===== src/rtl/sfp_pkg.sv =====
// Shared constants and word decoder for the SFP telemetry receive path.
// Telemetry words carry {2'b00, sfp_id, 24'h200000, idx, data}.
package sfp_pkg;

  localparam logic [23:0] TLM_TAG      = 24'h200000;
  localparam logic [3:0]  TLM_LAST_IDX = 4'd8;
  localparam int          N_SLV        = 3;

  localparam int ID_LSB  = 60;
  localparam int TAG_LSB = 36;
  localparam int IDX_LSB = 32;

  typedef struct packed {
    logic        is_tlm;
    logic [1:0]  id;
    logic [3:0]  idx;
    logic [31:0] data;
  } tlm_word_t;

  function automatic tlm_word_t tlm_decode(input logic [63:0] w);
    tlm_word_t d;
    d.id     = w[ID_LSB +: 2];
    d.idx    = w[IDX_LSB +: 4];
    d.data   = w[31:0];
    d.is_tlm = (w[63:62] == 2'b00) && (d.id != 2'b00) &&
               (w[TAG_LSB +: 24] == TLM_TAG) && (d.idx <= TLM_LAST_IDX);
    return d;
  endfunction

endpackage


===== src/rtl/sfp_tlm_slot.sv =====
// Per-slave frame reassembly: expected index, staging buffer, shadow registers
// and staleness watchdog. Shadow is only ever written as a whole frame.
module sfp_tlm_slot
  import sfp_pkg::*;
#(
  parameter int TIMEOUT_CYC = 100000
) (
  input  logic        i_clk,
  input  logic        i_rst,
  input  logic        i_channel_up,
  input  logic        i_wr,
  input  logic [3:0]  i_idx,
  input  logic [31:0] i_data,
  input  logic [3:0]  i_rd_idx,
  output logic [31:0] o_rd_word,
  output logic        o_commit,
  output logic        o_stale,
  output logic        o_err
);

  localparam int              WD_W   = (TIMEOUT_CYC > 2) ? $clog2(TIMEOUT_CYC) : 1;
  localparam logic [WD_W-1:0] WD_MAX = WD_W'(TIMEOUT_CYC - 1);

  logic [3:0]      exp_r;
  logic [31:0]     staging_r [9];
  logic [31:0]     shadow_r  [9];
  logic [WD_W-1:0] wd_r;
  logic            commit_r;
  logic            stale_r;
  logic            in_order_s;

  assign in_order_s = (i_idx == exp_r);
  assign o_err      = i_wr && i_channel_up && !in_order_s;
  assign o_commit   = commit_r;
  assign o_stale    = stale_r;

  // Shadow read: indices past the last word read as zero
  always_comb begin
    o_rd_word = 32'd0;
    if (i_rd_idx <= TLM_LAST_IDX) begin
      o_rd_word = shadow_r[i_rd_idx];
    end else begin
      o_rd_word = 32'd0;
    end
  end

  // Reassembly, atomic commit and watchdog; a commit overrides an expiry
  always_ff @(posedge i_clk) begin
    if (i_rst) begin
      exp_r    <= 4'd0;
      wd_r     <= '0;
      commit_r <= 1'b0;
      stale_r  <= 1'b1;
      for (int i = 0; i < 9; i++) begin
        staging_r[i] <= 32'd0;
        shadow_r[i]  <= 32'd0;
      end
    end else begin
      commit_r <= 1'b0;
      if (!i_channel_up) begin
        exp_r   <= 4'd0;
        wd_r    <= WD_MAX;
        stale_r <= 1'b1;
      end else begin
        if (wd_r == WD_MAX) begin
          stale_r <= 1'b1;
        end else begin
          wd_r <= wd_r + WD_W'(1);
        end
        if (i_wr) begin
          if (in_order_s) begin
            staging_r[i_idx] <= i_data;
            if (i_idx == TLM_LAST_IDX) begin
              for (int i = 0; i < 8; i++) begin
                shadow_r[i] <= staging_r[i];
              end
              shadow_r[8] <= i_data;
              exp_r    <= 4'd0;
              commit_r <= 1'b1;
              wd_r     <= '0;
              stale_r  <= 1'b0;
            end else begin
              exp_r <= exp_r + 4'd1;
            end
          end else if (i_idx == 4'd0) begin
            // Out-of-order start of frame: resync on it
            staging_r[0] <= i_data;
            exp_r        <= 4'd1;
          end else begin
            exp_r <= 4'd0;
          end
        end
      end
    end
  end

endmodule


===== src/rtl/sfp_tlm_rx.sv =====
// Master-side SFP receiver: splits telemetry from response words, feeds the
// per-slave slots, counts sequence errors and serves a registered shadow read.
module sfp_tlm_rx
  import sfp_pkg::*;
#(
  parameter int TIMEOUT_CYC = 100000
) (
  input  logic        i_clk,
  input  logic        i_rst,
  input  logic        i_channel_up,
  input  logic [63:0] s_rx_sfp_tdata,
  input  logic        s_rx_sfp_tvalid,
  output logic        s_rx_sfp_tready,
  input  logic [1:0]  i_rd_slave,
  input  logic [3:0]  i_rd_idx,
  output logic [31:0] o_rd_data,
  output logic [2:0]  o_frame_done,
  output logic [2:0]  o_stale,
  output logic [15:0] o_seq_err_cnt,
  input  logic        i_clr_err,
  output logic [63:0] o_rsp,
  output logic        o_rsp_valid
);

  tlm_word_t        dec_s;
  logic [N_SLV-1:0] wr_s;
  logic [N_SLV-1:0] err_s;
  logic [31:0]      slot_rd_s [N_SLV];

  assign s_rx_sfp_tready = 1'b1;

  // Field decode of the incoming word
  always_comb begin
    dec_s = tlm_decode(s_rx_sfp_tdata);
  end

  for (genvar g = 0; g < N_SLV; g++) begin : g_slot
    assign wr_s[g] = s_rx_sfp_tvalid && dec_s.is_tlm && (dec_s.id == 2'(g + 1));

    sfp_tlm_slot #(
      .TIMEOUT_CYC(TIMEOUT_CYC)
    ) u_slot (
      .i_clk       (i_clk),
      .i_rst       (i_rst),
      .i_channel_up(i_channel_up),
      .i_wr        (wr_s[g]),
      .i_idx       (dec_s.idx),
      .i_data      (dec_s.data),
      .i_rd_idx    (i_rd_idx),
      .o_rd_word   (slot_rd_s[g]),
      .o_commit    (o_frame_done[g]),
      .o_stale     (o_stale[g]),
      .o_err       (err_s[g])
    );
  end

  // Error counter, response capture and registered read mux
  always_ff @(posedge i_clk) begin
    if (i_rst) begin
      o_seq_err_cnt <= 16'd0;
      o_rsp         <= 64'd0;
      o_rsp_valid   <= 1'b0;
      o_rd_data     <= 32'd0;
    end else begin
      if (i_clr_err) begin
        o_seq_err_cnt <= 16'd0;
      end else if ((|err_s) && (o_seq_err_cnt != 16'hFFFF)) begin
        o_seq_err_cnt <= o_seq_err_cnt + 16'd1;
      end else begin
        o_seq_err_cnt <= o_seq_err_cnt;
      end

      if (s_rx_sfp_tvalid && !dec_s.is_tlm) begin
        o_rsp       <= s_rx_sfp_tdata;
        o_rsp_valid <= 1'b1;
      end else begin
        o_rsp_valid <= 1'b0;
      end

      case (i_rd_slave)
        2'd1:    o_rd_data <= slot_rd_s[0];
        2'd2:    o_rd_data <= slot_rd_s[1];
        2'd3:    o_rd_data <= slot_rd_s[2];
        default: o_rd_data <= 32'd0;
      endcase
    end
  end

endmodule


===== config.mk =====
export PLATFORM = sky130hd
export DESIGN_NAME = sfp_tlm_rx
export DESIGN_NICKNAME = d
export VERILOG_FILES = /design/src/rtl/sfp_pkg.sv /design/src/rtl/sfp_tlm_slot.sv /design/src/rtl/sfp_tlm_rx.sv
export SDC_FILE = /design/constraint.sdc
export NUM_CORES = 2
export LEC_CHECK = 0
export BUFFER_PORTS_ARGS = -buffer_cell sky130_fd_sc_hd__buf_2
export CAP_MARGIN = 20
export CORE_MARGIN = 4
export CORE_UTILIZATION = 50
export CTS_CLUSTER_DIAMETER = 100
export CTS_CLUSTER_SIZE = 20
export DETAILED_ROUTE_END_ITERATION = 10
export PLACE_DENSITY = 0.66
export SETUP_SLACK_MARGIN = 0.2
export SYNTH_ARGS = -nofsm -noshare
export SYNTH_HDL_FRONTEND = slang
export SYNTH_SLANG_ARGS = --single-unit

===== constraint.sdc =====
create_clock -name i_clk -period 13.4 [get_ports i_clk]
set_input_delay 2.01 -clock i_clk [delete_from_list [all_inputs] [get_ports i_clk]]
set_output_delay 2.01 -clock i_clk [all_outputs]
set_load 0.01 [all_outputs]

==> results.yml <==
global_route:
  grt_overflow_total: 0
  grt_util_all_layers_pct: 25.79
  pin_count_of_the_biggest_net_entering_global_routing: 232
  first_global_vias: 42060
  grt_first_pass_wirelength_um: 294200
  initial_antenna_violation_count: 24
drt:
  wl_um: 202800
  wl_per_cell_um: 28.50
  num_vias: 43390
  detailed_route_vias_per_instance: 6.096
  detail_route.drc_violations: 0
  detailedRoute.firstPassIterationCount: 8
  antenna_violating_nets_post_route: 0
  dr.first_iter.drc_count: 5108
finish:
  final_layout_size_suffix_gt1_share_pct: 12.49
  synthToLayoutAreaGrowth_pct: 7.651
  post-route-util_pct: 54.22
  instances_no_fill: 7118
  finish.net_count: 5197
run_status:
  run_status: "finished, final reports clean"
logic_synthesis:
  yosys.area.top_type_share_pct: 65.73
  synth_sequential_area_ratio_pct: 70.62
  synth_area_leader_cell: "sky130_fd_sc_hd__edfxtp_1"
  synth_nets: 5253
  arithmetic_cell_share_of_the_synthesized_area_counting_full_adders_half_adders_and_majority_gates_pct: 0.1175
  proportion_of_synthesized_flip_flops_having_asynchronous_set_or_reset_pct: 0
  syn_area_per_cell_sq_um: 14.42
  synth_compound_area_share_pct: 2.913
  synth_cell_types: 58
  synthMuxAreaShare_pct: 7.142
  main_combinational_cell_family_by_area_after_synthesis: "simple AND/OR/NAND/NOR gates"
  synth.top_cells.by_area: "sky130_fd_sc_hd__edfxtp_1 66%, sky130_fd_sc_hd__and2_1 8.1%, sky130_fd_sc_hd__mux4_2 5.8%"
  ys_top_cells_by_count: "1632 x sky130_fd_sc_hd__edfxtp_1, 968 x sky130_fd_sc_hd__and2_1, 711 x sky130_fd_sc_hd__nor3_1"
  syn_inst: 5171
  yosysWarningCount: 0
  postSynthRegisterBits: 1814
  synth_xor_area_share_pct: 0.5756
  synth-edff-count: 1632
  ys.flop_type: "sky130_fd_sc_hd__edfxtp_1"
  synthSimpleGateAreaFrac_pct: 15.98
  synth_most_common_cell: "sky130_fd_sc_hd__edfxtp_1"
  post_synthesis_instance_area_sq_um: 74560
sta:
  fin_worst_skew_ns: 0.03656
  grt_setup_unrepaired: "false"
  tightestPinTransition_ns: 1.273
  maxClockFrequency_mhz: 165.2
  timing.slew.headroom_pct: 15.11
  setup_ws_ns: 7.347
  fin_crit_ns: 6.053
  period_share_pct: 45.17
  timing.final.max_slew_violations: 0
  setup_tns_ns: 0
  final_hold_viol_count: 0
  setup_viol_count_final: 0
setup_path:
  worstPathArrival_ns: 6.43
  timing.reg2reg.worst_path_depth: 8
  worstPathMaxFanout: 177
  critPathKind: "in2reg"
  worstSetupEndpointType: "flip-flop"
  timing.rr.end: "g_slot[2].u_slot.shadow_r[4][9]$_SDFFCE_PN0P_"
  startpoint_type: "input port"
  worst-r2r-setup-slack_ns: 8.59
  rr_startpoint: "g_slot[2].u_slot.exp_r[0]$_SDFFE_PP0N_"
  data_required_time_of_the_worst_path_ns: 13.78
power_and_ir_drop:
  powerDensity_nw_per_um2: 128.2
  sw_frac_of_total_pct: 22.33
  power.share.combinational_pct: 5.8
  seq_power_share_pct: 62.3
  power_switching_uw: 2298
  cell_internal_pwr_uw: 7993
  ir_drop_worst_vdd_mv: 0.1054
  pwr-share-clk_pct: 31.9
  cellLeakagePower_uw: 0.02724
worst_hold_path:
  hold_path_end: "o_seq_err_cnt[15]$_SDFFE_PP0P_"
  holdPathStages: 2
  hold_path.class: "reg2reg"
  worst_hold_startpoint: "o_seq_err_cnt[15]$_SDFFE_PP0P_"
place:
  place.gp.congestion: 0.8478
  placement.setup.worst_slack_ns: 6.372
  hpwl_after_dpl_um: 119400
  buffer_ports.inserted: 193
  place_inst: 6941
clock_network:
  post_cts_hold_buffer_count: 0
  clk_latency_ns: 0.76
  numCtsBuffers: 101
  clock-sinks: 1814
  cts_tree: "done"
  clk_pin_slew_worst_paths_ns: 0.09
  cts_setup_buffers: 0
  cts-resized-gates: 0
  clockBufferDepth: 3
  clk_root_buffer_cell: "sky130_fd_sc_hd__clkbuf_16"
  h_tree_depth: 3
die:
  die_area_sq_um: 155400
  core_region_area_sq_um: 148000
  initial_core_util_pct: 50.37
  io-pin-count: 195
  core.rowCount: 141
  die_width_um: 394.2
  floorplan.die.height_um: 394.2
flow_run:
  max-cap-violations: 0
## cell type report
class                           count  area (sq um)
Antenna cell                        8         20.02
Clock buffer                      164          2892
Clock inverter                      4         57.56
Fill cell                       11960         67760
Inverter                           37         141.4
Multi-Input combinational cell   2876         20320
Sequential cell                  1814         52650
Tap cell                         1930          2415
Timing Repair Buffer              285          1764
## placed cells by master, fill, tap and decap left out, types with 6 or more instances in the layout
master | Yosys | routed
sky130_fd_sc_hd__a21o_1 | 22 | 22
sky130_fd_sc_hd__a21oi_1 | 129 | 129
sky130_fd_sc_hd__a31oi_1 | 13 | 13
sky130_fd_sc_hd__and2_1 | 968 | 967
sky130_fd_sc_hd__and3_1 | 15 | 15
sky130_fd_sc_hd__and4_1 | 8 | 7
sky130_fd_sc_hd__buf_2 | 73 | 189
sky130_fd_sc_hd__buf_4 | 7 | 88
sky130_fd_sc_hd__clkbuf_1 | 290 | 57
sky130_fd_sc_hd__clkbuf_16 | 0 | 107
sky130_fd_sc_hd__dfxtp_1 | 182 | 182
sky130_fd_sc_hd__diode_2 | 0 | 8
sky130_fd_sc_hd__edfxtp_1 | 1632 | 1632
sky130_fd_sc_hd__ha_1 | 7 | 7
sky130_fd_sc_hd__inv_1 | 36 | 35
sky130_fd_sc_hd__mux2i_1 | 100 | 100
sky130_fd_sc_hd__mux4_2 | 192 | 192
sky130_fd_sc_hd__nand2_1 | 188 | 187
sky130_fd_sc_hd__nand2b_1 | 8 | 7
sky130_fd_sc_hd__nand3_1 | 22 | 22
sky130_fd_sc_hd__nand4_1 | 23 | 23
sky130_fd_sc_hd__nor2_1 | 146 | 145
sky130_fd_sc_hd__nor2b_1 | 12 | 8
sky130_fd_sc_hd__nor3_1 | 711 | 711
sky130_fd_sc_hd__nor4_1 | 12 | 9
sky130_fd_sc_hd__o2111ai_1 | 9 | 9
sky130_fd_sc_hd__o21ai_0 | 75 | 54
sky130_fd_sc_hd__o21ai_4 | 0 | 21
sky130_fd_sc_hd__o22ai_1 | 67 | 67
sky130_fd_sc_hd__o31ai_1 | 19 | 18
sky130_fd_sc_hd__or2_2 | 10 | 6
sky130_fd_sc_hd__or3_1 | 8 | 8
sky130_fd_sc_hd__or4_1 | 13 | 13
sky130_fd_sc_hd__xnor2_1 | 22 | 22
sky130_fd_sc_hd__xor2_1 | 27 | 27
## registers in the layout, indices dropped and copies added (netlist names)
register,count
g_slot.u_slot.o_stale,3
o_rsp_valid,1
g_slot.u_slot.shadow_r,864
g_slot.u_slot.staging_r,768
g_slot.u_slot.o_commit,3
o_rsp,64
o_rd_data,32
g_slot.u_slot.wd_r,51
g_slot.u_slot.exp_r,12
o_seq_err_cnt,16
## worst max-delay path, stage by stage
cell and delay, ns:
sky130_fd_sc_hd__buf_2 0.10, sky130_fd_sc_hd__nor4_1 0.40, sky130_fd_sc_hd__nand2_1 0.25, sky130_fd_sc_hd__nor4_1 0.82
sky130_fd_sc_hd__nand4b_1 0.77, sky130_fd_sc_hd__buf_12 0.61, sky130_fd_sc_hd__o21ai_4 0.74, sky130_fd_sc_hd__buf_4 0.59
## kinds of logic after synthesis
group / Yosys count
and+or+nand+nor: 2162
DFF: 1814
buffers and inverters: 481
AOI/OAI and AO/OA: 365
muxes: 292
xor gates and xnor gates: 49
adders and majority gates: 7
other: 1
## worst max path at each step
stage                             from                                              end  slack (ns)  cells after the start
detailed placement  s_rx_sfp_tdata[43]  g_slot[1].u_slot.staging_r[2][26]$_SDFFCE_PN0P_        6.37                      9
global route        s_rx_sfp_tdata[32]    g_slot[2].u_slot.shadow_r[1][5]$_SDFFCE_PN0P_        7.14                      9
CTS                 s_rx_sfp_tdata[43]   g_slot[1].u_slot.staging_r[2][1]$_SDFFCE_PN0P_        7.19                      9
floorplan           s_rx_sfp_tdata[34]    g_slot[1].u_slot.shadow_r[0][0]$_SDFFCE_PN0P_        1.35                      6
finish              s_rx_sfp_tdata[43]  g_slot[0].u_slot.staging_r[7][10]$_SDFFCE_PN0P_        7.35                      8
global placement    s_rx_sfp_tdata[43]  g_slot[1].u_slot.staging_r[2][25]$_SDFFCE_PN0P_        6.30                      9
## per-stage QoR
stage               power (uW)  hold WS [ns]  instance area [sq um]
floorplan                 6886        0.4603                  74560
global placement          7126        0.4675                  77260
detailed placement        7136        0.4802                  77260
CTS                      10350        0.4964                  80210
global route             10600        0.5168                  80240
finish                   10290        0.4917                  80260
## power by group through the flow
| stage | clock [uW] | combinational, uW | sequential [uW] |
|---|---|---|---|
| finish | 3280 | 601 | 6410 |
| global route | 3540 | 629 | 6430 |
| CTS | 3340 | 600 | 6410 |
| detailed placement | 0 | 599 | 6540 |
| global placement | 0 | 594 | 6530 |
| floorplan | 0 | 317 | 6570 |
## metal layers
metal | vias to the layer above | global-route usage [%] | part of all wire (%)
li1 | 18940 | - | -
met1 | 21970 | 35.90 | 39
met2 | 2118 | 41.45 | 48
met3 | 365 | 4.524 | 9.8
met4 | 2 | 8.743 | 3.8
met5 | - | 0 | 0.0059
Power figures use the tool's default switching activity.
